===== src/rtl/dll_train_pkg.sv =====
// Shared types and defaults for the DLL training controller.
package dll_train_pkg;

    localparam int unsigned ADJ_W            = 8;
    localparam int unsigned DEF_DW           = 1;
    localparam int unsigned DEF_RST_CYCLES   = 16;
    localparam int unsigned DEF_SETTLE       = 4;
    localparam int unsigned DEF_LOCK_TIMEOUT = 1024;
    localparam int unsigned DEF_SAMPLES      = 32;

    typedef logic [ADJ_W-1:0] adj_t;

    typedef enum logic [2:0] {
        S_IDLE,
        S_DRST,
        S_SET,
        S_WAIT_LOCK,
        S_SAMPLE,
        S_NEXT,
        S_FINISH
    } state_t;

    // Centre of a window; always below the step count, so no overflow.
    function automatic adj_t centre(input adj_t start, input adj_t len);
        return adj_t'(start + (len >> 1));
    endfunction

endpackage


===== src/rtl/dll_win_track.sv =====
// Tracks runs of passing adj steps and keeps the earliest longest one.
module dll_win_track
    import dll_train_pkg::*;
(
    input  logic clk,
    input  logic rst_n,
    input  logic i_clr,
    input  logic i_valid,
    input  logic i_pass,
    input  logic i_close,
    input  adj_t i_step,
    output adj_t o_best_len_c,
    output adj_t o_best_adj_c
);

    adj_t r_run_len;
    adj_t r_run_start;
    adj_t r_best_len;
    adj_t r_best_start;

    adj_t w_run_len_n;
    adj_t w_run_start_n;
    adj_t w_cand_len;
    adj_t w_cand_start;
    adj_t w_best_len_n;
    adj_t w_best_start_n;
    logic w_upd;

    // A run is judged against best only when it ends (fail step or close).
    always_comb begin
        w_run_len_n   = r_run_len;
        w_run_start_n = r_run_start;
        if (i_valid) begin
            if (i_pass) begin
                w_run_len_n = adj_t'(r_run_len + 8'd1);
                if (r_run_len == '0) begin
                    w_run_start_n = i_step;
                end
            end else begin
                w_run_len_n = '0;
            end
        end
        w_cand_len     = (i_valid && i_pass) ? w_run_len_n   : r_run_len;
        w_cand_start   = (i_valid && i_pass) ? w_run_start_n : r_run_start;
        w_upd          = (i_close || (i_valid && !i_pass)) && (w_cand_len > r_best_len);
        w_best_len_n   = w_upd ? w_cand_len   : r_best_len;
        w_best_start_n = w_upd ? w_cand_start : r_best_start;
    end

    always_ff @(posedge clk or negedge rst_n) begin
        if (!rst_n) begin
            r_run_len    <= '0;
            r_run_start  <= '0;
            r_best_len   <= '0;
            r_best_start <= '0;
        end else if (i_clr) begin
            r_run_len    <= '0;
            r_run_start  <= '0;
            r_best_len   <= '0;
            r_best_start <= '0;
        end else begin
            r_run_len    <= i_close ? '0 : w_run_len_n;
            r_run_start  <= w_run_start_n;
            r_best_len   <= w_best_len_n;
            r_best_start <= w_best_start_n;
        end
    end

    assign o_best_len_c = w_best_len_n;
    assign o_best_adj_c = centre(w_best_start_n, w_best_len_n);

endmodule


===== src/rtl/dll_train_ctrl.sv =====
// DLL delay training: sweeps adj 0..N-1, samples the pattern per step and centres on the best window.
module dll_train_ctrl
    import dll_train_pkg::*;
#(
    parameter int unsigned DW           = DEF_DW,
    parameter int unsigned RST_CYCLES   = DEF_RST_CYCLES,
    parameter int unsigned SETTLE       = DEF_SETTLE,
    parameter int unsigned LOCK_TIMEOUT = DEF_LOCK_TIMEOUT,
    parameter int unsigned SAMPLES      = DEF_SAMPLES
) (
    input  logic             clock,
    input  logic             reset_n,
    input  logic             io_start,
    input  logic [ADJ_W-1:0] io_madj,
    input  logic             io_lock,
    input  logic [DW-1:0]    io_data,
    input  logic [DW-1:0]    io_expect,
    output logic             io_dll_reset,
    output logic [ADJ_W-1:0] io_adj,
    output logic             io_busy,
    output logic             io_done,
    output logic             io_pass,
    output logic [ADJ_W-1:0] io_best_adj,
    output logic [ADJ_W-1:0] io_win_len,
    output logic             io_err_timeout
);

    localparam int unsigned M1      = (RST_CYCLES > SAMPLES) ? RST_CYCLES : SAMPLES;
    localparam int unsigned M2      = (M1 > SETTLE) ? M1 : SETTLE;
    localparam int unsigned CNT_MAX = (M2 > LOCK_TIMEOUT) ? M2 : LOCK_TIMEOUT;
    localparam int unsigned CW      = $clog2(CNT_MAX + 1);

    state_t        r_state;
    state_t        w_state_nxt;
    logic [CW-1:0] r_cnt;
    adj_t          r_n;
    adj_t          r_step;
    logic          r_step_ok;
    logic          r_dll_reset;
    adj_t          r_adj;
    logic          r_busy;
    logic          r_done;
    logic          r_pass;
    adj_t          r_best_adj;
    adj_t          r_win_len;
    logic          r_err_timeout;

    logic w_last;
    logic w_samp_ok;
    logic w_lock_ok;
    logic w_lock_tmo;
    logic w_busy_nxt;
    logic w_done_nxt;
    logic w_dll_reset_nxt;
    logic w_trk_clr;
    logic w_trk_valid;
    logic w_trk_close;
    adj_t w_best_len;
    adj_t w_best_adj;

    assign w_last     = (r_step == adj_t'(r_n - 8'd1));
    assign w_samp_ok  = (io_data === io_expect) && io_lock;
    assign w_lock_ok  = (r_cnt > CW'(SETTLE)) && io_lock;
    assign w_lock_tmo = (r_cnt == CW'(LOCK_TIMEOUT - 1));

    always_ff @(posedge clock or negedge reset_n) begin
        if (!reset_n) begin
            r_state <= S_IDLE;
        end else begin
            r_state <= w_state_nxt;
        end
    end

    always_comb begin
        w_state_nxt = r_state;
        case (r_state)
            S_IDLE:      if (io_start) w_state_nxt = (io_madj == '0) ? S_FINISH : S_DRST;
            S_DRST:      if (r_cnt == CW'(RST_CYCLES - 1)) w_state_nxt = S_SET;
            S_SET:       w_state_nxt = S_WAIT_LOCK;
            S_WAIT_LOCK: begin
                if (w_lock_ok)       w_state_nxt = S_SAMPLE;
                else if (w_lock_tmo) w_state_nxt = S_FINISH;
            end
            S_SAMPLE:    if (!w_samp_ok || r_cnt == CW'(SAMPLES - 1)) w_state_nxt = S_NEXT;
            S_NEXT:      w_state_nxt = w_last ? S_FINISH : S_SET;
            S_FINISH:    w_state_nxt = S_IDLE;
            default:     w_state_nxt = S_IDLE;
        endcase
    end

    always_comb begin
        w_busy_nxt      = 1'b0;
        w_done_nxt      = 1'b0;
        w_dll_reset_nxt = 1'b0;
        w_trk_clr       = 1'b0;
        w_trk_valid     = 1'b0;
        w_trk_close     = 1'b0;
        w_busy_nxt      = (w_state_nxt != S_IDLE);
        w_done_nxt      = (w_state_nxt == S_FINISH);
        w_dll_reset_nxt = (w_state_nxt == S_DRST);
        w_trk_clr       = (r_state == S_IDLE) && io_start;
        w_trk_valid     = (r_state == S_NEXT);
        w_trk_close     = (r_state == S_NEXT) && w_last;
    end

    // Counter restarts on every state change; WAIT_LOCK starts at 1 so the SET cycle counts toward timeout.
    always_ff @(posedge clock or negedge reset_n) begin
        if (!reset_n) begin
            r_cnt         <= '0;
            r_n           <= '0;
            r_step        <= '0;
            r_step_ok     <= 1'b0;
            r_dll_reset   <= 1'b1;
            r_adj         <= '0;
            r_busy        <= 1'b0;
            r_done        <= 1'b0;
            r_pass        <= 1'b0;
            r_best_adj    <= '0;
            r_win_len     <= '0;
            r_err_timeout <= 1'b0;
        end else begin
            r_dll_reset <= w_dll_reset_nxt;
            r_busy      <= w_busy_nxt;
            r_done      <= w_done_nxt;
            if (w_state_nxt != r_state || r_state == S_IDLE) begin
                r_cnt <= (w_state_nxt == S_WAIT_LOCK) ? CW'(1) : '0;
            end else begin
                r_cnt <= r_cnt + CW'(1);
            end
            case (r_state)
                S_IDLE: begin
                    if (io_start) begin
                        r_n           <= io_madj;
                        r_step        <= '0;
                        r_adj         <= '0;
                        r_pass        <= 1'b0;
                        r_best_adj    <= '0;
                        r_win_len     <= '0;
                        r_err_timeout <= 1'b0;
                    end
                end
                S_WAIT_LOCK: begin
                    if (w_state_nxt == S_FINISH) begin
                        r_err_timeout <= 1'b1;
                        r_adj         <= '0;
                    end
                end
                S_SAMPLE: begin
                    if (w_state_nxt == S_NEXT) r_step_ok <= w_samp_ok;
                end
                S_NEXT: begin
                    if (w_last) begin
                        r_pass     <= (w_best_len != '0);
                        r_win_len  <= w_best_len;
                        r_best_adj <= w_best_adj;
                        r_adj      <= (w_best_len != '0) ? w_best_adj : '0;
                    end else begin
                        r_step <= adj_t'(r_step + 8'd1);
                        r_adj  <= adj_t'(r_step + 8'd1);
                    end
                end
                default: ;
            endcase
        end
    end

    dll_win_track u_win_track (
        .clk          (clock),
        .rst_n        (reset_n),
        .i_clr        (w_trk_clr),
        .i_valid      (w_trk_valid),
        .i_pass       (r_step_ok),
        .i_close      (w_trk_close),
        .i_step       (r_step),
        .o_best_len_c (w_best_len),
        .o_best_adj_c (w_best_adj)
    );

    assign io_dll_reset   = r_dll_reset;
    assign io_adj         = r_adj;
    assign io_busy        = r_busy;
    assign io_done        = r_done;
    assign io_pass        = r_pass;
    assign io_best_adj    = r_best_adj;
    assign io_win_len     = r_win_len;
    assign io_err_timeout = r_err_timeout;

endmodule


===== config.mk =====
export PLATFORM = sky130hd
export DESIGN_NAME = dll_train_ctrl
export DESIGN_NICKNAME = d
export VERILOG_FILES = /design/src/rtl/dll_train_pkg.sv /design/src/rtl/dll_win_track.sv /design/src/rtl/dll_train_ctrl.sv
export SDC_FILE = /design/constraint.sdc
export NUM_CORES = 1
export LEC_CHECK = 0
export BUFFER_PORTS_ARGS = -buffer_cell sky130_fd_sc_hd__buf_2
export CAP_MARGIN = 20
export CORE_MARGIN = 2
export CORE_UTILIZATION = 55
export DETAILED_ROUTE_END_ITERATION = 10
export HOLD_SLACK_MARGIN = 0.12
export PLACE_DENSITY = 0.87
export RECOVER_POWER = 50
export REMOVE_ABC_BUFFERS = 1
export SLEW_MARGIN = 0
export SYNTH_ARGS = -nofsm -noshare
export SYNTH_HDL_FRONTEND = slang
export SYNTH_SLANG_ARGS = --single-unit

===== constraint.sdc =====
create_clock -name clock -period 5.2 [get_ports clock]
set_input_delay 0.26 -clock clock [delete_from_list [all_inputs] [get_ports clock]]
set_output_delay 0.26 -clock clock [all_outputs]
set_load 0.1 [all_outputs]

* Yosys cells after proc, flatten, opt, wreduce, memory -nomap -nowiden
Cells that the tools add are included.
W data, S select, Z words.
** Word-level totals
- Flip-flop bits (word level) :: 92
- Bits of input ports :: 14
- Output and inout port bits :: 29
- Logic and storage cells :: 109
** Cells by class
- $add $sub $neg :: 5
- Magnitude comparators :: 2
- Eq/ne operators :: 19
- Mux-type cells :: 40
- Reduce and logical (&&, ||, !) cells :: 26
** Operator list (count)
- $mux W8 :: 21
- $pmux W8 S2 :: 3
- $pmux W8 S3 :: 1
- $mux W3 :: 7
- $pmux W3 S6 :: 1
- $add A8 B1 Y8 const B :: 2
- $logic_not A8 Y1 :: 2
- $eq A3 B3 Y1 const B :: 4
- $reduce_and A3 Y1 :: 4
- $add A11 B1 Y11 const B :: 1
- $eq A11 B10 Y1 const B :: 1
- $eq A11 B4 Y1 const B :: 1
- $eq A11 B5 Y1 const B :: 1
- $gt A11 B3 Y1 const B :: 1
- $mux W11 :: 1
- $eq A3 B2 Y1 const B :: 3
- $add A8 B7 Y8 :: 1
- $eq A8 B8 Y1 :: 1
- $gt A8 B8 Y1 :: 1
- $ne A2 B2 Y1 const B :: 4
- $reduce_bool A8 Y1 :: 1
- $sub A8 B1 Y8 const B :: 1
- $logic_and A1 B1 Y1 :: 7
- $eq A3 B1 Y1 const B :: 2
- 10 further kinds :: 20

* Depth between registers and ports, before layout
Gate-level depths: netlist of the first run.
- Depth after elaboration :: 11
- Gate-level depth with buffers :: 24
- Gate-level depth less buffers :: 22

* Cells and area by module
A second synthesis of the first run with hierarchy kept.
** Second synthesis, totals
- Cell total of the unflattened synthesis :: 617
- Area total of the unflattened synthesis :: 5576.6 sq um
** By module, submodules not included
- dll_train_ctrl :: times used 1, cells an instance 354, area an instance 3303.2 sq um, seq. area each 1502.7 sq um
- dll_win_track :: times used 1, cells an instance 263, area an instance 2273.4 sq um, seq. area each 800.8 sq um

* Worst setup path before layout of the first run
No wires, ideal clock.
- Kind :: register to register
- Start point :: reg r_state[1]
- End point :: reg r_best_adj[7], in the netlist io_best_adj[7]
- Setup time :: 69 ps
- Arrival time :: 4919 ps
- Data required time :: 5131 ps
- Slack :: 212 ps
- Cell stages (with the launch flop) :: 23
- Path buffers :: 2
- Clock period less this slack :: 4988 ps
- Cells stage by stage :: dfrtp_1 -> and3b_1 -> buf_2 -> nand3_1 -> nor2_1 -> xor2_1 -> ha_1 -> a21o_1 -> a21oi_1 -> nor2b_1 -> o32ai_1 -> nand2b_1 -> nor2_1 -> clkbuf_1 -> o21ai_0 -> inv_1 -> ha_1 -> nor3b_1 -> a311o_1 -> nor3_2 -> nor3_1 -> or4_1 -> nand3_1
** On the way
- Longest elaborated chain between the ends :: 9
- Elaborated cells between the ends (all ways) :: 21
- Classes of those cells :: 1 x add/sub; 1 x order compare; 3 x eq/ne; 8 x mux; 8 x reduce/logical
** Ends and longest elaborated chain
- start: declaration :: line dll_train_ctrl.sv:33 : state_t r_state;
- start signal: assignment :: line dll_train_ctrl.sv:70 : r_state <= w_state_nxt;
- $eq A3 B3 Y1 :: line dll_train_ctrl.sv:102, dll_train_ctrl.sv:103, dll_train_ctrl.sv:130
- $mux W8 / $logic_and A1 B1 Y1 (equally long branches) :: line dll_win_track.sv:33, dll_win_track.sv:43, dll_win_track.sv:44
- $mux W8 :: line dll_win_track.sv:43 : w_cand_len = (i_valid && i_pass) ? w_run_len_n : r_run_len;
- $gt A8 B8 Y1 :: line dll_win_track.sv:45 : w_upd = (i_close || (i_valid && !i_pass)) && (w_cand_len > r_best_len);
- $logic_and A1 B1 Y1 :: line dll_win_track.sv:45
- $mux W8, on equally long branches :: line dll_win_track.sv:47, dll_win_track.sv:46
- $add A8 B7 Y8 :: line dll_train_pkg.sv:25 : return adj_t'(start + (len >> 1));
- $mux W8 :: line dll_train_ctrl.sv:152 : if (w_last) begin
- $pmux W8 S2 :: line dll_train_ctrl.sv:130 : case (r_state)
- end signal: assignment :: line dll_train_ctrl.sv:155 : r_best_adj <= w_best_adj;
- end: declaration :: line dll_train_ctrl.sv:44 : adj_t r_best_adj;
Several ways; a longest one is shown, not always the timed one. The select of a mux whose other input is x is not followed.
A chain may end at the register's enable or synchronous reset.

* Worst setup path in the final report of the first run
Same ends and word-level chain as after synthesis.

==> results.md, run 1 <==
* Number of core rows at 36
* Critical-path top delay cell: or4_1
* Worst R2R Path Depth at 21
* Fill count at 800
* Setup TNS at 0 ns
* Total Wirelength at about 14000 microns
* RSZ-0062 raised after global routing: false
* Clk slew on worst S/H paths at roughly 0.10 ns
* Layout area overhead at 11.22%
* CP Class: flip-flop to flip-flop
* EDFF count, synth at 0
* Cells after Synth at about 610
* Leakage at between 2 and 3 nW
* Clock Latency Late Sink at 0.38 ns
* Vias in the first global route at 4655
* Worst EP arrival at around 5.3 ns
* Root buffer cell: clkbuf_8
* Max-cap violations at 2
* Global-route wire length before repair at around 23000 microns
* DIE AREA at approximately 11000 sq um
* CP max FO at 19
* Final worst path period need at between 4 and 5 ns
* Sequential cell area at 2305 sq um
* Die W at just over 100 microns
* Starting DRC count in detailed routing at around 400
* Post-synthesis instance area at between 5000 and 6000 sq um
* Peak Freq at roughly 0.2 GHz
* Share of cells above drive strength 1 at 9.366%
* Asr flop ratio synth at 100.0%
* Total congestion overflow at 0
* Drc violations at 0
* Final HPWL DP at ~10000 microns
* Final net count at 692
* Worst min path class: primary input to flip-flop
* Slew Limit Fails at approximately 110
* Pwr/cell area at approximately 330 nW/um^2
* Final setup fails at 0
* CP max stage delay at 0.51 ns
* DRT antenna net count at 0
* Final Cycle Share at a little over nine tenths
* Req. time, crit path at approximately 5.5 ns
* Total power at a little over 2 mW
* Core Box Area at about 9700 sq um
* CTS sink count at ~90
* Hold Vio Cnt, Final at 0
* Gpl congestion at 0.9510
* Vias at just under 5000
* H-tree levels at 3
* Worst vdd rail ir drop at 0.0001781 V
* Initial antenna violation count at 0
* Slew @ Worst Pin at around 1.8 ns
* Post-synthesis area per instance at between 8 and 9 sq um
* Port Buffers at 42
* Ys flop type: dfrtp_1
* Vias per cell at roughly 6.1
* Min Hold Slack at 0.1344 ns
* Largest net degree at the start of global routing at between 70 and 80
* Die Height at between 100 and 150 microns
* Antenna cell count at 0
* CP cell instances: nand4b_2 -> nor2_1 -> xnor2_1 -> inv_1 -> ha_1 -> o211ai_1 -> a21oi_1 -> o32ai_2 -> nand2b_2 -> nor2_1 -> buf_4 -> nand2_1 -> o21ai_1 -> inv_1 -> ha_1 -> nor3b_1 -> a311o_1 -> nor3_2 -> nor3_1 -> or4_1 -> nand3_1
* Number of synthesized register bits at 92
* Pre-Repair DR Iteration Count at 5
* Failing checks: capacitance limit, slew limit
* Longest Clk Path Bufs at 2
* Initial core utilization at 56.18%
* Setup Skew at about 0.013 ns
* Non-Filler Instances at roughly 800
* CTS Buf Count at 9
* Startpoint types: flip-flop
* Total track usage at ~27%
* Area occupied by multi-input gates at just under 3000 sq um
* Avg WL per Cell at ~18 microns
* Hold path depth at 3
* Placed cells at roughly 770
* Number of setup buffers added after CTS at 0
* R2r setup slk at around 0.22 ns
* TritonCTS clock tree: done
* Unique cell type count in the Yosys netlist at 73
* Synth warn at 0
* Max_slew headroom at -17.66%
* # IOs at between 40 and 50
* Outcome: finished with violations
* Seq/Total Area, Yosys at a little over two fifths
* Crit path capture type: flip-flop
==> per-stage QoR <==
stage / area (sq um) / util [%] / setup WS [ns]
floorplan: 5329 / - / -0.1459
global placement: 5797 / 59.86 / 0.3802
detailed placement: 5797 / 59.86 / 0.1192
CTS: 6075 / 62.73 / 0.08308
global route: 6051 / 62.48 / 0.01283
finish: 6051 / 62.48 / 0.2203
==> cells in the final DEF (no fill, tap or decap), drive strengths merged, types with 8 or more instances in the layout <==
master       count
a21oi           26
and2            11
buf             21
clkbuf          41
dfrtp           91
dlygate4sd3      8
ha              21
inv             42
mux2i            9
nand2           66
nand3           36
nand4           10
nor2            71
nor3            15
nor4             8
o21ai           34
xnor2           21
xor2            19
==> layer usage <==
| metal | routed length (microns) | global-route usage, % |
|---|---|---|
| met3 | 827 | 4.099 |
| met2 | 6950 | 45.81 |
| met5 | 0 | 0 |
| met4 | 436 | 13.77 |
| met1 | 5814 | 34.87 |
==> worst max-delay path, delay by kind of cell (launching register included) <==
kind,cells,cell delay [ns]
buffers and inverters,3,0.45
and+or+nand+nor,10,2.17
adders and majority gates,2,0.67
DFF,1,0.47
AOI/OAI and AO/OA,5,0.87
xor gates and xnor gates,1,0.29
==> path summary, 6_finish.rpt <==
kind	start	endpoint
hold / removal	io_madj[0]	r_n[0]
hold reg to reg	io_adj[1]	io_adj[1]
setup / recovery	r_state[1]	io_best_adj[7]
setup reg to reg	r_state[1]	io_best_adj[7]
max in group asynchronous	reset_n	u_win_track.r_run_len[2]
min in group asynchronous	reset_n	r_cnt[6]
==> kinds of logic (layout without fill, tap and decap cells) <==
family,count (synthesis),in the layout,share of synthesized area [%]
AOI/OAI and AO/OA,121,121,14.81
adders and majority gates,21,21,4.830
DFF,92,92,42.34
and+or+nand+nor,261,261,24.54
muxes,10,10,2.093
xor gates and xnor gates,40,40,6.578
buffers and inverters,66,117,4.807
==> what timing repair did <==
item                                   in CTS  in global routing
endpoints found under the hold margin      27                  0
setup endpoints to repair                   0                  7
gates resized for setup                     0                  7
hold buffers                                8                  0
==> sequential cells by signal (all words and copies together) (netlist names) <==
signal                    cells
io_adj                        8
io_best_adj                   8
io_busy                       1
io_dll_reset                  1
io_done                       1
io_err_timeout                1
io_pass                       1
io_win_len                    8
r_cnt                        11
r_n                           8
r_state                       3
r_step                        8
r_step_ok                     1
u_win_track.r_best_len        8
u_win_track.r_best_start      8
u_win_track.r_run_len         8
u_win_track.r_run_start       8
==> cells in the mapped netlist, drive strengths merged (8+ instances only) <==
cell type / instances / area share [%]
nand3: 36 / 3.4
inv: 40 / 2.8
nand4: 10 / 1.4
nor4: 8 / 1.0
xor2: 19 / 3.1
o21ai: 34 / 3.1
a21oi: 26 / 2.4
mux2i: 9 / 1.9
nor3: 15 / 1.7
clkbuf: 20 / 1.4
nand2: 66 / 4.6
ha: 21 / 4.8
nor2: 71 / 4.9
and2: 11 / 1.3
dfrtp: 91 / 42
xnor2: 21 / 3.5
==> where the power goes <==
group	total, mW	internal (mW)	switching, mW
sequential	0.880	0.790	0.0904
clock	0.500	0.225	0.275
combinational	0.640	0.198	0.442
==> cell type report <==
type	instances	share of cell area, %
Timing Repair Buffer	61	5.438
Clock buffer	9	2.047
Tap cell	133	2.750
Inverter	40	2.481
Sequential cell	92	38.09
Multi-Input combinational cell	453	47.97
Clock inverter	7	1.220
Power figures use the tool's default switching activity.
==> inputs of run 2 (changes only) <==
==> constraint.sdc (replaced) <==
create_clock -name clock -period 5.2 [get_ports clock]
set_input_delay 0.26 -clock clock [delete_from_list [all_inputs] [get_ports clock]]
set_output_delay 0.26 -clock clock [all_outputs]
set_load 0.005 [all_outputs]
==> run 2 against run 1 <==
  * The flow still finishes with violations (capacitance limit, slew limit)
  * Sequential power is essentially flat
  * Combinational power shrank 18%
  * Critical endpoint unchanged
  * Clock skew is essentially flat
  * Largest cell class unchanged
  * Critical path type unchanged
  * Fmax is essentially flat
==> results.md, run 2 (synthesis results as in run 1) <==
* Max_slew headroom at -17.32%
* Starting DRC count in detailed routing at between 400 and 500
* Peak Freq at around 0.20 GHz
* Most frequent cells in the layout: 90 x dfrtp_1, 70 x nor2_1, 66 x nand2_1
* Antenna cell count at 0
* Leakage at 2.864 nW
* Critical R2R Capture: io_best_adj[7]
* RSZ-0062 raised after global routing: false
* Startpoint types: flip-flop
* DR WL met3 at approximately 850 microns
* CTS Buf Count at 9
* DIE AREA at 10700 sq um
* Slew Limit Fails at approximately 110
* Vias at between 4000 and 5000
* Number of core rows at 36
* Layout area overhead at 11.32%
* Hold Path End: r_n[0]
* Critical-path top delay cell: or4_1
* Number of setup buffers added after CTS at 0
* Vias per cell at between 6 and 7
* Share of cells above drive strength 1 at about a tenth
* FF-to-FF Start: r_state[1]
* Req. time, crit path at 5.52 ns
* Core Box Area at slightly below 10000 sq um
* Worst min path class: primary input to flip-flop
* Gpl congestion at between 0.9 and 1
* Die W at approximately 100 microns
* # IOs at 43
* Longest Clk Path Bufs at 2
* Slew @ Worst Pin at approximately 1.8 ns
* Fill count at 796
* Fin util at 62.53%
* Hold path depth at 3
* CTS sink count at 92
* Wire length on met2 at just under 7000 microns
* Drc violations at 0
* Hold Vio Cnt, Final at 0
* Hold_sp: io_madj[0]
* CP max stage delay at about 0.51 ns
* Initial antenna violation count at 0
* CP max FO at 19
* Final setup fails at 0
* Port Buffers at 42
* TritonCTS clock tree: done
* Non-Filler Instances at 795
* Root buffer cell: clkbuf_8
* Total Wirelength at roughly 14000 microns
* Global-route wire length before repair at roughly 23000 microns
* Outcome: finished with violations
* Largest net degree at the start of global routing at 73
* R2r setup slk at between 0.2 and 0.25 ns
* Final net count at around 700
* Reg with most FFs: r_cnt
* Worst vdd rail ir drop at 0.0001720 V
* Placed cells at about 770
* Pwr/cell area at around 310 nW/um^2
* Final worst path period need at approximately 5.0 ns
* Max-cap violations at 2
* Vias in the first global route at around 4700
* Clock Latency Late Sink at 0.38 ns
* Total track usage at between 20% and 30%
* Commonest non-fill, non-tap cell in the layout: dfrtp_1
* Failing checks: capacitance limit, slew limit
* WL met1 at 5756 microns
* Setup Skew at approximately 0.013 ns
* Pre-Repair DR Iteration Count at 5
* Final Cycle Share at between 90% and 100%
* DRT antenna net count at 0
* Max layer used: met4
* Max reg flops at 11
* H-tree levels at 3
* Avg WL per Cell at roughly 18 microns
* Initial core utilization at between 50% and 60%
* CP cell instances: nand4b_2 -> nor2_1 -> xnor2_1 -> inv_1 -> ha_1 -> o211ai_1 -> a21oi_1 -> o32ai_2 -> nand2b_2 -> nor2_1 -> buf_4 -> nand2_1 -> o21ai_1 -> inv_1 -> ha_1 -> nor3b_1 -> a311o_1 -> nor3_2 -> nor3_1 -> or4_1 -> nand3_1
* Die Height at around 100 microns
* Worst R2R Path Depth at 21
* Crit path capture type: flip-flop
* Total congestion overflow at 0
* Final HPWL DP at 9962 microns
* Clk slew on worst S/H paths at about 0.1 ns
* Worst EP arrival at about 5.3 ns
* CP Class: flip-flop to flip-flop
==> run 2: cell count changes in the layout (fill, tap and decap cells not counted) <==
cell	before	now
buf_2	12	16
clkbuf_1	31	27
==> run 2: power by group <==
part	total [mW]	switching (mW)	internal, mW
clock	0.499	0.274	0.225
sequential	0.879	0.0893	0.790
combinational	0.522	0.322	0.200
==> run 2: per-stage QoR <==
step	power, mW	TNS (ns)	setup slack [ns]	hold slack (ns)	area, sq um
after CTS	1.897	0	0.08308	0.1266	6075
after detailed placement	1.399	0	0.1192	0.1652	5797
after floorplan	1.230	-0.1886	-0.1459	-0.03559	5329
final	1.901	0	0.2214	0.1331	6056
after global placement	1.368	0	0.3802	0.1524	5797
after global routing	1.995	0	0.01283	0.1335	6056
==> run 2: final cells by class <==
class	instances	area [sq um]	share of cell area [%]
clock buffers	9	123.9	2.045
repair buffers	61	334.1	5.517
inverters	40	150.1	2.479
clock inverters	7	73.82	1.219
flip-flops and latches	92	2305	38.06
well taps	133	166.4	2.748
multi-input cells	453	2903	47.93
==> run 2: timing repair <==
item                                   in CTS  in global routing
setup endpoints to repair                   0                  7
hold buffers                                8                  0
resized for setup                           0                  7
endpoints found under the hold margin      27                  0
==> run 2: worst max-delay path by stage <==
stage                     slack (ns)  cells after the start             end  startpoint
after CTS                       0.08                     21  io_best_adj[7]  r_state[1]
after global placement          0.38                     21  io_best_adj[7]  r_state[1]
after floorplan                -0.15                     19  io_best_adj[7]  r_state[0]
final                           0.22                     21  io_best_adj[7]  r_state[1]
after detailed placement        0.12                     21  io_best_adj[7]  r_state[1]
after global routing            0.01                     21  io_best_adj[7]  r_state[1]
==> run 2: metal layers <==
layer	track usage (%)	vias to the layer above
met1	34.87	2327
met3	4.099	41
met5	0	-
li1	-	2241
met4	13.77	0
met2	45.81	186
==> run 2: critical path: cells and delay by family, from the launching register on <==
family / cells / cell delay, ns
adder cells (fa/ha/maj): 2 / 0.67
buffers and inverters: 3 / 0.45
AO/OA/AOI/OAI: 5 / 0.87
AND/OR/NAND/NOR: 10 / 2.17
flip-flops: 1 / 0.46
XOR/XNOR: 1 / 0.29
==> inputs of run 3 (changes only) <==
--- a/config.mk
+++ b/config.mk
@@ -8,10 +8,11 @@
 export BUFFER_PORTS_ARGS = -buffer_cell sky130_fd_sc_hd__buf_2
 export CAP_MARGIN = 20
 export CORE_MARGIN = 2
-export CORE_UTILIZATION = 55
+export CORE_UTILIZATION = 45
+export CTS_CLUSTER_DIAMETER = 60
 export DETAILED_ROUTE_END_ITERATION = 10
 export HOLD_SLACK_MARGIN = 0.12
-export PLACE_DENSITY = 0.87
+export PLACE_DENSITY = 0.75
 export RECOVER_POWER = 50
 export REMOVE_ABC_BUFFERS = 1
 export SLEW_MARGIN = 0
==> run 3 against run 2 <==
  * The flow still finishes with violations (capacitance limit, slew limit)
  * Non-clock buffer count is 7 lower
  * Final cell count is 0.88% higher
  * Setup slack better by 0.10 ns
  * Via count is 1.4% lower
  * Die area is 21% higher
  * Sequential power hardly changed
  * Register-to-register slack better by 0.10 ns
  * Fmax is 2.1% higher
  * Critical endpoint unchanged
==> results.md, run 3 (synthesis results as in run 1) <==
* Setup TNS at 0 ns
* Max layer used: met4
* Worst vdd rail ir drop at 0.0001452 V
* Final worst slack at roughly 0.32 ns
* Final Cycle Share at approximately 94%
* Setup Skew at approximately 0.0063 ns
* Final net count at about 690
* TritonCTS clock tree: done
* Post-route cell area at 6135 sq um
* Gpl congestion at about 1
* Max-cap violations at 3
* DRT antenna net count at 0
* Final worst path period need at ~4.9 ns
* Number of core rows at 40
* Crit path capture type: flip-flop
* Hold Vio Cnt, Final at 0
* Share of cells above drive strength 1 at approximately 11%
* Final setup fails at 0
* Final HPWL DP at around 10000 microns
* Commonest non-fill, non-tap cell in the layout: dfrtp_1
* Avg WL per Cell at about 17 microns
* Total congestion overflow at 0
* Die Height at about 110 microns
* Drc violations at 0
* Initial core utilization at a little under half
* Initial antenna violation count at 0
* Core Box Area at about 12000 sq um
* Vias at between 4000 and 5000
* Vias per cell at roughly 6
* RSZ-0062 raised after global routing: false
* Clk slew on worst S/H paths at 0.07 ns
* Total track usage at 22.60%
* Port Buffers at 42
* Wire length on met2 at around 6800 microns
* DR WL met3 at 702 microns
* Slew Limit Fails at 129
* Most frequent cells in the layout: 89 x dfrtp_1, 70 x nor2_1, 66 x nand2_1
* Outcome: finished with violations
* # IOs at 43
* Pwr/cell area at roughly 340 nW/um^2
* Max reg flops at 11
* WL met1 at between 6000 and 7000 microns
* Leakage at 2.911 nW
* Placement Cell Area at 5799 sq um
* Antenna cell count at 0
* Longest Clk Path Bufs at 2
* CTS sink count at between 90 and 100
* Peak Freq at 0.2050 GHz
* Global-route wire length before repair at around 23000 microns
* Vias in the first global route at between 4000 and 5000
* DP Worst Slack at ~0.086 ns
* Pre-Repair DR Iteration Count at 6
* Die W at ~110 microns
* Worst min path class: primary input to flip-flop
* CP Class: flip-flop to flip-flop
* Min Hold Slack at approximately 0.12 ns
* Fin util at approximately half
* Total Wirelength at about 14000 microns
* Slew @ Worst Pin at 1.769 ns
* Reg with most FFs: r_cnt
* CTS Buf Count at 9
* Worst EP arrival at around 5.2 ns
* Root buffer cell: clkbuf_16
* Largest net degree at the start of global routing at 64
* Startpoint types: flip-flop
* Starting DRC count in detailed routing at ~440
* Clock Latency Late Sink at 0.34 ns
* DIE AREA at around 13000 sq um
* Max_slew headroom at -17.94%
* Failing checks: capacitance limit, slew limit
* H-tree levels at 3
* CP max FO at 32
* Req. time, crit path at around 5.5 ns
* Layout area overhead at 12.76%
[run 3: report_power, final]
group / internal (mW) / total (mW) / switching (mW)
clock network: 0.422 / 0.707 / 0.286
logic: 0.194 / 0.511 / 0.317
registers: 0.791 / 0.882 / 0.0907
[run 3: stage by stage]
step / std cells / power [mW]
floorplan: 585 / 1.230
global placement: 783 / 1.379
detailed placement: 783 / 1.402
CTS: 801 / 2.109
global route: 802 / 2.214
finish: 802 / 2.100
[run 3: critical path, stage by stage, from the launching register on]
cell and delay (ns):
dfrtp_1 0.46, and3b_1 0.27, buf_4 0.22, nand4_1 0.14
xor2_1 0.29, inv_1 0.08, ha_1 0.30, nand4_1 0.13
a21oi_1 0.15, o32ai_1 0.10, nand2b_2 0.23, nor2_1 0.13
buf_6 0.25, nand2_1 0.09, o21ai_1 0.16, inv_1 0.07
ha_1 0.31, nor3b_1 0.15, a311o_1 0.36, nor3_4 0.19
nor3_1 0.13, or4_1 0.51, nand3_1 0.09
[run 3: timing repair]
item | in CTS | in global routing
setup buffers | 0 | 1
hold endpoints to repair | 30 | 0
gates resized for setup | 0 | 8
endpoints found under the setup margin | 0 | 7
hold buffers | 2 | 0
[run 3: layout make-up]
type                    count  area, sq um
multi-input cells         453         2899
clock buffers              10        229.0
inverters                  40        150.1
repair buffers             54        277.8
well taps                 147        183.9
fillers                  1084         5777
clock inverters             6        88.84
flip-flops and latches     92         2306
[run 3: final timing paths]
kind                             from                     endpoint  slack (ns)  cells past startpoint
max                        r_state[1]               io_best_adj[7]        0.32                     22
min                        io_madj[6]                       r_n[6]        0.12                      3
max reg2reg                r_state[1]               io_best_adj[7]        0.32                     22
min reg2reg                 io_adj[1]                    io_adj[1]        0.48                      2
max in group asynchronous     reset_n  u_win_track.r_best_start[4]        2.05                      3
min in group asynchronous     reset_n                     r_cnt[2]        0.86                      2
[run 3: layer usage]
metal / global-route usage (%) / vias up
li1: - / 2224
met1: 29.79 / 2307
met2: 37.18 / 163
met3: 2.976 / 35
met4: 10.41 / 0
met5: 0 / -
